--- src/rtl/attn_qkv_rd_if.sv ---
// Request/response bundle between the Q/K/V read requesters and the shared SRAM read port.
// The arbiter uses the slave modport; the requester/SRAM side uses master.
interface attn_qkv_rd_if;
    logic [2:0]   req_valid;
    logic [20:0]  req_addr;
    logic [2:0]   req_last;
    logic [2:0]   req_ready;
    logic         mem_en;
    logic [6:0]   mem_addr;
    logic [127:0] mem_rdata;
    logic [2:0]   rsp_valid;
    logic [127:0] rsp_data;
    logic         busy;

    modport master (
        output req_valid, req_addr, req_last, mem_rdata,
        input  req_ready, mem_en, mem_addr, rsp_valid, rsp_data, busy
    );

    modport slave (
        input  req_valid, req_addr, req_last, mem_rdata,
        output req_ready, mem_en, mem_addr, rsp_valid, rsp_data, busy
    );
endinterface

--- src/rtl/attn_qkv_rd_arbiter.sv ---
// Round-robin arbiter sharing one SRAM read port among score-Q, score-K and GEMM-V, with burst lock.
// Define ATTN_ARB_PERF_EN to add per-requester grant counters and a stall counter on perf_*.
//
// state    | meaning
// ARB_IDLE | round-robin grant from rr_ptr among valid requesters
// ARB_LOCK | burst in progress, ready held on owner until its last beat
module attn_qkv_rd_arbiter #(
    parameter int READ_LAT = 2
) (
    input  logic clk,
    input  logic rst_n,
    attn_qkv_rd_if.slave bus
`ifdef ATTN_ARB_PERF_EN
    ,
    input  logic [1:0]  perf_sel,
    input  logic        perf_clr,
    output logic [31:0] perf_cnt
`endif
);

    typedef enum logic {
        ARB_IDLE = 1'b0,
        ARB_LOCK = 1'b1
    } arb_state_e;

    arb_state_e state_q, state_d;
    logic [1:0] rr_ptr_q, rr_ptr_d;
    logic [1:0] owner_q, owner_d;
    logic [6:0] mem_addr_q, mem_addr_d;

    logic [READ_LAT-1:0]       tag_vld_q, tag_vld_d;
    logic [READ_LAT-1:0][1:0]  tag_idx_q, tag_idx_d;

    logic [2:0] rr_cand;
    logic       rr_gnt_vld;
    logic [1:0] rr_gnt_idx;
    logic       gnt_vld;
    logic [1:0] gnt_idx;
    logic [2:0] gnt_ready;
    logic       hs;
    logic [6:0] sel_addr;
    logic       sel_last;

    // First valid requester at or after rr_ptr, wrapping 2 -> 0
    always_comb begin
        rr_cand    = 3'd0;
        rr_gnt_vld = 1'b0;
        rr_gnt_idx = 2'd0;
        for (int k = 0; k < 3; k++) begin
            rr_cand = {1'b0, rr_ptr_q} + 3'(k);
            if (rr_cand >= 3'd3) begin
                rr_cand = rr_cand - 3'd3;
            end
            if (!rr_gnt_vld && bus.req_valid[rr_cand[1:0]]) begin
                rr_gnt_vld = 1'b1;
                rr_gnt_idx = rr_cand[1:0];
            end
        end
    end

    always_comb begin
        gnt_vld = rr_gnt_vld;
        gnt_idx = rr_gnt_idx;
        if (state_q == ARB_LOCK) begin
            gnt_vld = 1'b1;
            gnt_idx = owner_q;
        end

        // No grant may escape while reset is held, even with requests pending
        gnt_ready = 3'b000;
        if (gnt_vld && rst_n) begin
            gnt_ready = 3'b001 << gnt_idx;
        end
        hs = |(bus.req_valid & gnt_ready);

        case (gnt_idx)
            2'd1:    begin sel_addr = bus.req_addr[13:7];  sel_last = bus.req_last[1]; end
            2'd2:    begin sel_addr = bus.req_addr[20:14]; sel_last = bus.req_last[2]; end
            default: begin sel_addr = bus.req_addr[6:0];   sel_last = bus.req_last[0]; end
        endcase
    end

    always_comb begin
        state_d    = state_q;
        rr_ptr_d   = rr_ptr_q;
        owner_d    = owner_q;
        mem_addr_d = mem_addr_q;
        if (hs) begin
            mem_addr_d = sel_addr;
            if (sel_last) begin
                state_d  = ARB_IDLE;
                rr_ptr_d = (gnt_idx == 2'd2) ? 2'd0 : gnt_idx + 2'd1;
            end else begin
                state_d = ARB_LOCK;
                owner_d = gnt_idx;
            end
        end
    end

    always_comb begin
        tag_vld_d    = '0;
        tag_idx_d    = '0;
        tag_vld_d[0] = hs;
        tag_idx_d[0] = gnt_idx;
        for (int s = 1; s < READ_LAT; s++) begin
            tag_vld_d[s] = tag_vld_q[s-1];
            tag_idx_d[s] = tag_idx_q[s-1];
        end
    end

    always_ff @(posedge clk or negedge rst_n) begin
        if (!rst_n) begin
            state_q    <= ARB_IDLE;
            rr_ptr_q   <= 2'd0;
            owner_q    <= 2'd0;
            mem_addr_q <= 7'd0;
            tag_vld_q  <= '0;
            tag_idx_q  <= '0;
        end else begin
            state_q    <= state_d;
            rr_ptr_q   <= rr_ptr_d;
            owner_q    <= owner_d;
            mem_addr_q <= mem_addr_d;
            tag_vld_q  <= tag_vld_d;
            tag_idx_q  <= tag_idx_d;
        end
    end

    assign bus.req_ready = gnt_ready;
    assign bus.mem_en    = hs;
    assign bus.mem_addr  = mem_addr_d;
    assign bus.rsp_valid = tag_vld_q[READ_LAT-1] ? (3'b001 << tag_idx_q[READ_LAT-1]) : 3'b000;
    assign bus.rsp_data  = bus.mem_rdata;
    assign bus.busy      = (state_q == ARB_LOCK) || (|tag_vld_q);

`ifdef ATTN_ARB_PERF_EN
    logic [2:0][31:0] gnt_cnt_q, gnt_cnt_d;
    logic [31:0]      stall_cnt_q, stall_cnt_d;
    logic [2:0]       stall_vec;
    logic [1:0]       stall_inc;
    logic [32:0]      stall_sum;

    // Stall counter accumulates one per waiting requester per cycle
    always_comb begin
        stall_vec   = bus.req_valid & ~gnt_ready;
        stall_inc   = 2'(stall_vec[0]) + 2'(stall_vec[1]) + 2'(stall_vec[2]);
        stall_sum   = {1'b0, stall_cnt_q} + 33'(stall_inc);
        stall_cnt_d = stall_sum[32] ? 32'hFFFF_FFFF : stall_sum[31:0];
        for (int i = 0; i < 3; i++) begin
            gnt_cnt_d[i] = gnt_cnt_q[i];
            if (hs && (gnt_idx == 2'(i)) && (gnt_cnt_q[i] != 32'hFFFF_FFFF)) begin
                gnt_cnt_d[i] = gnt_cnt_q[i] + 32'd1;
            end
        end
        if (perf_clr) begin
            gnt_cnt_d   = '0;
            stall_cnt_d = '0;
        end
    end

    always_ff @(posedge clk or negedge rst_n) begin
        if (!rst_n) begin
            gnt_cnt_q   <= '0;
            stall_cnt_q <= '0;
        end else begin
            gnt_cnt_q   <= gnt_cnt_d;
            stall_cnt_q <= stall_cnt_d;
        end
    end

    always_comb begin
        case (perf_sel)
            2'd0:    perf_cnt = gnt_cnt_q[0];
            2'd1:    perf_cnt = gnt_cnt_q[1];
            2'd2:    perf_cnt = gnt_cnt_q[2];
            default: perf_cnt = stall_cnt_q;
        endcase
    end
`endif

endmodule
--- src/flat_wrapper.sv ---
// flat-port wrapper written by rule: the top's interface ports become plain ports
module attn_qkv_rd_arbiter_flat 
#(
    parameter int READ_LAT = 2
)
  (clk, rst_n, bus_req_valid, bus_req_addr, bus_req_last, bus_mem_rdata, bus_req_ready, bus_mem_en, bus_mem_addr, bus_rsp_valid, bus_rsp_data, bus_busy);
  attn_qkv_rd_if bus_i ();
  input  logic clk;
  input  logic rst_n;
  input wire logic [$bits(bus_i.req_valid)-1:0] bus_req_valid;
  input wire logic [$bits(bus_i.req_addr)-1:0] bus_req_addr;
  input wire logic [$bits(bus_i.req_last)-1:0] bus_req_last;
  input wire logic [$bits(bus_i.mem_rdata)-1:0] bus_mem_rdata;
  output wire logic [$bits(bus_i.req_ready)-1:0] bus_req_ready;
  output wire logic [$bits(bus_i.mem_en)-1:0] bus_mem_en;
  output wire logic [$bits(bus_i.mem_addr)-1:0] bus_mem_addr;
  output wire logic [$bits(bus_i.rsp_valid)-1:0] bus_rsp_valid;
  output wire logic [$bits(bus_i.rsp_data)-1:0] bus_rsp_data;
  output wire logic [$bits(bus_i.busy)-1:0] bus_busy;
  assign bus_i.req_valid = bus_req_valid;
  assign bus_i.req_addr = bus_req_addr;
  assign bus_i.req_last = bus_req_last;
  assign bus_i.mem_rdata = bus_mem_rdata;
  assign bus_req_ready = bus_i.req_ready;
  assign bus_mem_en = bus_i.mem_en;
  assign bus_mem_addr = bus_i.mem_addr;
  assign bus_rsp_valid = bus_i.rsp_valid;
  assign bus_rsp_data = bus_i.rsp_data;
  assign bus_busy = bus_i.busy;
  attn_qkv_rd_arbiter #(.READ_LAT(READ_LAT)) u_core (.clk(clk), .rst_n(rst_n), .bus(bus_i));
endmodule
--- config.mk ---
export PLATFORM = sky130hd
export DESIGN_NAME = attn_qkv_rd_arbiter_flat
export DESIGN_NICKNAME = d
export VERILOG_FILES = /design/src/rtl/attn_qkv_rd_if.sv /design/src/rtl/attn_qkv_rd_arbiter.sv /design/src/flat_wrapper.sv
export SDC_FILE = /design/constraint.sdc
export NUM_CORES = 1
export LEC_CHECK = 0
export CAP_MARGIN = 30
export CORE_AREA = 4 4 113 115
export DETAILED_ROUTE_END_ITERATION = 7
export DIE_AREA = 0 0 117 119
export PLACE_DENSITY_LB_ADDON = 0.3
export SKIP_LAST_GASP = 1
export SLEW_MARGIN = 0
export SYNTH_ARGS = -nofsm -noshare
export SYNTH_HDL_FRONTEND = slang
export SYNTH_SLANG_ARGS = --single-unit
--- constraint.sdc ---
create_clock -name clk -period 3.74 [get_ports clk]
set_input_delay 0.748 -clock clk [delete_from_list [all_inputs] [get_ports clk]]
set_output_delay 0.748 -clock clk [all_outputs]
set_load 0.03 [all_outputs]
* Yosys cells after proc, flatten, opt, wreduce, memory -nomap -nowiden
Index checks and enable logic that the tools add are counted.
W data, S select, Z words.
** Word-level totals
- Bits in registers :: 18
- Input port bits :: 157
- Output and inout bits :: 143
** Cells by class
- Add/sub/neg operators :: 6
- Order comparisons :: 6
- Equal/unequal tests :: 2
- Shifts and indexed selects :: 2
- Mux-type cells :: 24
- Bitwise gates (word level) :: 2
- Reductions and logical operators :: 10
** Operator list (count)
- $mux W2 :: 8
- $pmux W7 S2 :: 1
- $lt A2 B3 Y1 const B :: 3
- $mux W1 :: 8
- $mux W7 :: 1
- $bmux W1 S2 :: 3
- $ge A3 B2 Y1 const B :: 2
- $mux W3 :: 2
- $shl A1 B2 Y3 const A :: 2
- $sub A2 B2 Y2 const B :: 3
- $reduce_and A2 Y1 :: 2
- $add A2 B1 Y3 const B :: 1
- $add A2 B2 Y3 const B :: 1
- $and A3 B3 Y3 :: 1
- $logic_and A1 B1 Y1 :: 3
- $reduce_or A3 Y1 :: 1
- $add A2 B1 Y2 const B :: 1
- $eq A2 B1 Y1 const B :: 1
- $eq A2 B2 Y1 const B :: 1
- $ge A2 B2 Y1 const B :: 1
- $logic_not A1 Y1 :: 2
- $pmux W1 S2 :: 1
- $reduce_or A2 Y1 :: 1
- $logic_or A1 B1 Y1 :: 1
- $not A1 Y1 :: 1

* Longest topological paths before layout
- Word-level depth :: 17
- Gate-level depth with buffers :: 15
- Depth with buffers taken out :: 13

* Least setup slack after synthesis
OpenSTA, ideal clock, no wires.
- Path kind :: register -> output
- From :: register u_core.rr_ptr_q[0]
- To :: output port bus_mem_addr[0]
- Data arrival time :: 3.136 ns
- Path slack :: -0.144 ns
- Stages on the path, launching flop included :: 13
- Path buffers :: 1
- Cell sequence :: dfrtp_1 > inv_1 > ha_1 > nor2b_1 > a2111oi_2 > a31oi_1 > o32ai_2 > o21ai_0 > ha_1 > buf_2 > a222oi_1 > nand3b_4 > mux2_4
** On the way
- Word-level cells in the longest chain between the ends :: 17
- Elaborated cells on any way between the ends :: 38
- Those cells by class :: 5 x add/sub; 3 x order compare; 2 x eq/ne; 1 x shift; 20 x mux; 1 x bitwise; 6 x reduce/logical
** Ends and longest elaborated chain
- start, declared :: RTL line attn_qkv_rd_arbiter.sv:27 : logic [1:0] rr_ptr_q, rr_ptr_d;
- start signal, assigned :: RTL line attn_qkv_rd_arbiter.sv:121 : rr_ptr_q <= rr_ptr_d;
- branches (longest 10 deep; another with $add A2 B1 Y3)
- $mux W2 * :: RTL line attn_qkv_rd_arbiter.sv:54 : if (!rr_gnt_vld && bus.req_valid[rr_cand[1:0]]) begin
- $mux W2 * :: RTL line attn_qkv_rd_arbiter.sv:64 : if (state_q == ARB_LOCK) begin
- via u_core.gnt_idx[0] :: RTL line attn_qkv_rd_arbiter.sv:38 : logic [1:0] gnt_idx;
- $shl A1 B2 Y3 :: RTL line attn_qkv_rd_arbiter.sv:72 : gnt_ready = 3'b001 << gnt_idx;
- $mux W3 :: RTL line attn_qkv_rd_arbiter.sv:71 : if (gnt_vld && rst_n) begin
- $and A3 B3 Y3 :: RTL line attn_qkv_rd_arbiter.sv:74 : hs = |(bus.req_valid & gnt_ready);
- $reduce_or A3 Y1 :: RTL line attn_qkv_rd_arbiter.sv:74
- $mux W7 * :: RTL line attn_qkv_rd_arbiter.sv:88 : if (hs) begin
- end, declared :: RTL line flat_wrapper.sv:16 : output wire logic [$bits(bus_i.mem_addr)-1:0] bus_mem_addr;
Mark *: on every way through the listed nets, which the timed path passes. The select of a mux whose other input is x is not followed.

* Final worst setup path
- From :: register u_core.rr_ptr_q[0]
- To :: output port bus_mem_addr[3]
** On the way
- Word-level cells in the longest chain between the ends :: 17
- Elaborated cells on any way between the ends :: 38
- Those cells by class :: 5 x add/sub; 3 x order compare; 2 x eq/ne; 1 x shift; 20 x mux; 1 x bitwise; 6 x reduce/logical
** Ends and longest elaborated chain (RTL line)
- branches (longest 16 deep; another with $add A2 B1 Y3)
- $mux W7 * :: attn_qkv_rd_arbiter.sv:88
Every way passes the cells marked *. The select of a mux whose other input is x is not followed.

==> impl_metrics.toml <==
[status]
status = "finished with violations"
violations = "negative setup slack"

[pwr]
p_per_area_mw_per_mm2 = 1010
ir_worst_vdd_mv = 0.300
power.leakage_nw = 1.02

[synthesis]
synth-main-ff-cell = "dfrtp_1"
avgSynthCellArea_um2 = 9.14
syn_area_mm2 = 0.00223
synth-xor-area-share = 0
synth_cell_types = 40
yosys.area_share.simple = 0.0875
yosys_warnings = 0
synth.ff_latch_count = 18
synthAdderAreaFrac = 0.0449
synth-async-reset-ratio = 1.00
syn-num-nets = 409
synth_edf_count = 0
synth_top_family_by_area = "buffers and inverters"
muxShareOfSynthArea = 0.0943
synth_compound_area_frac = 0.118
yosysSeqAreaShare = 0.202
postSynthCellCount = 244

[clocking]
clockBufferDepth = 2
hold_buffers = 0
clk_latency_ns = 0.25
cts_tree = "done"
cts_root_buf = "clkbuf_16"
clkSinkCount = 18
clk_pin_slew_ns = 0.06
cts_buffers = 3
cts_max_level = 1

[route]
wl_per_cell_um = 14.0
drtPass1Iterations = 4
ant_nets = 0
avgViaCountPerCell = 3.76
drc_errors = 0
via_count = 1291
wl_um = 4810
first_iter_violations = 65

[floorplan]
fp.dieH_um = 119
dieArea_mm2 = 0.0139
start_util = 0.189
io_pins = 300
chipWidth_um = 117
core_mm2 = 0.0118
rows = 40

[place]
gp_congestion = 0.717
dp_slack_ns = -1.13
io_buffers = 43
dpl.hpwl_um = 3850
place_area_mm2 = 0.00212
dp_cells = 328

[setup_path]
start_kind = "register"
crit_required_ns = 2.99
cp_max_fo = 6
arrival_ns = 3.38
critPathLaunch = "u_core.rr_ptr_q[0]"
endpoint = "bus_mem_addr[3]"
r2r-end = "u_core.owner_q[1]"
r2r-start = "u_core.rr_ptr_q[0]"
critical_path_class = "register to output port"
r2r_slack_ns = 0.25
reg2reg_depth = 14
crit_path_end_kind = "output port"

[layout]
drive_gt1_frac = 0.469
stdcell_area_mm2 = 0.00238
instances_no_fill = 343
final_core_util = 0.202
nFillCells = 1279
syn2layout_area_growth_pct = 6.85
antenna_cells = 0
multi_input_area_um2 = 870
nNetsFinal = 362
layout.area.seq_um2 = 453

[sta]
timing.slew.headroom = 0.732
timing.final.crit_share = 1.10
rsz0062_at_grt = "yes"
tns_ns = -2.69
hold_viol_final = 0
tightest_slew_ns = 0.402
setup_ws_ns = -0.392
finalSetupViolCount = 8
max_freq_mhz = 242
period_needed_ns = 4.13
finalClockSkew_ns = 0.00262
drv_slew = 0

[run]
max-cap-violations = 0

[global_routing]
grt_pass1_vias = 1363
grt_max_degree = 24
grt_usage = 0.0656
grt_pass1_wl_um = 7200
antenna_found_initial = 0
grt_overflow_total = 0

[hold_path]
hold_class = "register to register"
==> final cells by class <==
cell class / instances / share of cell area
tap: 147 / 0.0772
sequential: 18 / 0.190
multi-input combinational: 88 / 0.365
inverter: 5 / 0.00893
clock buffer: 4 / 0.0373
timing repair buffer: 81 / 0.321
==> worst min path at each step <==
stage	from	to	slack, ns	depth (start not counted)
detailed placement	u_core.tag_idx_d[3]	u_core.tag_idx_q[3]	0.33	0
global route	u_core.tag_idx_d[3]	u_core.tag_idx_q[3]	0.36	0
CTS	u_core.tag_idx_d[3]	u_core.tag_idx_q[3]	0.35	0
global placement	u_core.tag_idx_d[3]	u_core.tag_idx_q[3]	0.34	0
finish	u_core.tag_idx_d[3]	u_core.tag_idx_q[3]	0.35	0
floorplan	u_core.tag_idx_d[2]	u_core.tag_idx_q[2]	0.33	0
==> registers in the layout, summed over array words and instances, names as in the netlist <==
name and count:
u_core.mem_addr_q 7, u_core.tag_idx_d 2, u_core.owner_q 2, u_core.tag_idx_q 2, u_core.state_q 1, u_core.rr_ptr_q 2
u_core.tag_vld_q 2
==> worst max-delay path, cell delays in order (launching register included) <==
cell      delay, ns
dfrtp_2        0.44
inv_4          0.06
ha_4           0.17
buf_6          0.12
nand2b_4       0.13
and3_4         0.18
nor4_4         0.25
o32ai_2        0.14
o21a_1         0.22
ha_2           0.17
a222oi_1       0.37
nand3b_4       0.28
buf_6          0.13
mux2_4         0.30
buf_6          0.14
==> logic make-up (layout without fill, tap and decap cells) <==
kind of cell	Yosys count	after routing
buffers and inverters	138	90
AND/OR/NAND/NOR	32	32
AO/OA/AOI/OAI	31	31
flip-flops	18	18
multiplexers	17	17
adder cells (fa/ha/maj)	8	8
==> Yosys cell counts (2+ instances only) <==
master    number  area, um^2
a21boi_0       2        15.0
a21oi_1        7        35.0
a22oi_1        7        52.6
and3_1         3        18.8
and3b_1        2        17.5
buf_4        129         968
clkbuf_1       2        7.51
dfrtp_1       18         450
ha_1           8         100
inv_1          5        18.8
mux2_2         3        33.8
mux2_4         7         105
mux2i_1        6        60.1
nand2_1        4        15.0
nand2b_1       2        12.5
nor2_1        10        37.5
nor2b_1        2        12.5
nor3b_1        2        15.0
o21a_1         2        15.0
o21ai_0        3        15.0
==> cell usage in the layout (no fill, tap or decap), types with 4 or more instances in the layout <==
cell              n
buf_4            33
clkdlybuf4s50_1  29
dfrtp_1          16
buf_6            13
nor2_1            9
a22oi_1           7
a21oi_1           7
mux2_4            7
nand2_1           4
mux2i_1           4
==> through the flow <==
step	hold WS, ns	power, mW
2_1_floorplan	0.331	1.60
3_3_place_gp	0.335	1.94
3_5_place_dp	0.335	1.94
4_1_cts	0.348	2.39
5_1_grt	0.361	2.58
6_report	0.346	2.40
==> layer usage <==
metal | global-route usage | vias to the layer above | part of all wire
met2 | 0.106 | 61 | 0.49
met4 | 0.0423 | 0 | 0.052
li1 | - | 588 | -
met5 | 0 | - | 0
met1 | 0.0694 | 608 | 0.37
met3 | 0.0269 | 34 | 0.095
==> timing repair <==
item	in CTS	in global routing
pin swaps	8	1
endpoints found under the setup margin	15	9
cloned	0	0
resized for setup	66	8
setup buffers	9	2
==> power breakdown <==
| part | switching, mW | internal (mW) | total, mW | leakage, nW |
|---|---|---|---|---|
| clock network | 0.0760 | 0.163 | 0.239 | 0.0442 |
| registers | 0.0561 | 0.293 | 0.349 | 0.218 |
| logic | 0.851 | 0.961 | 1.81 | 0.762 |
No activity file was read; power rests on OpenSTA's default activity.
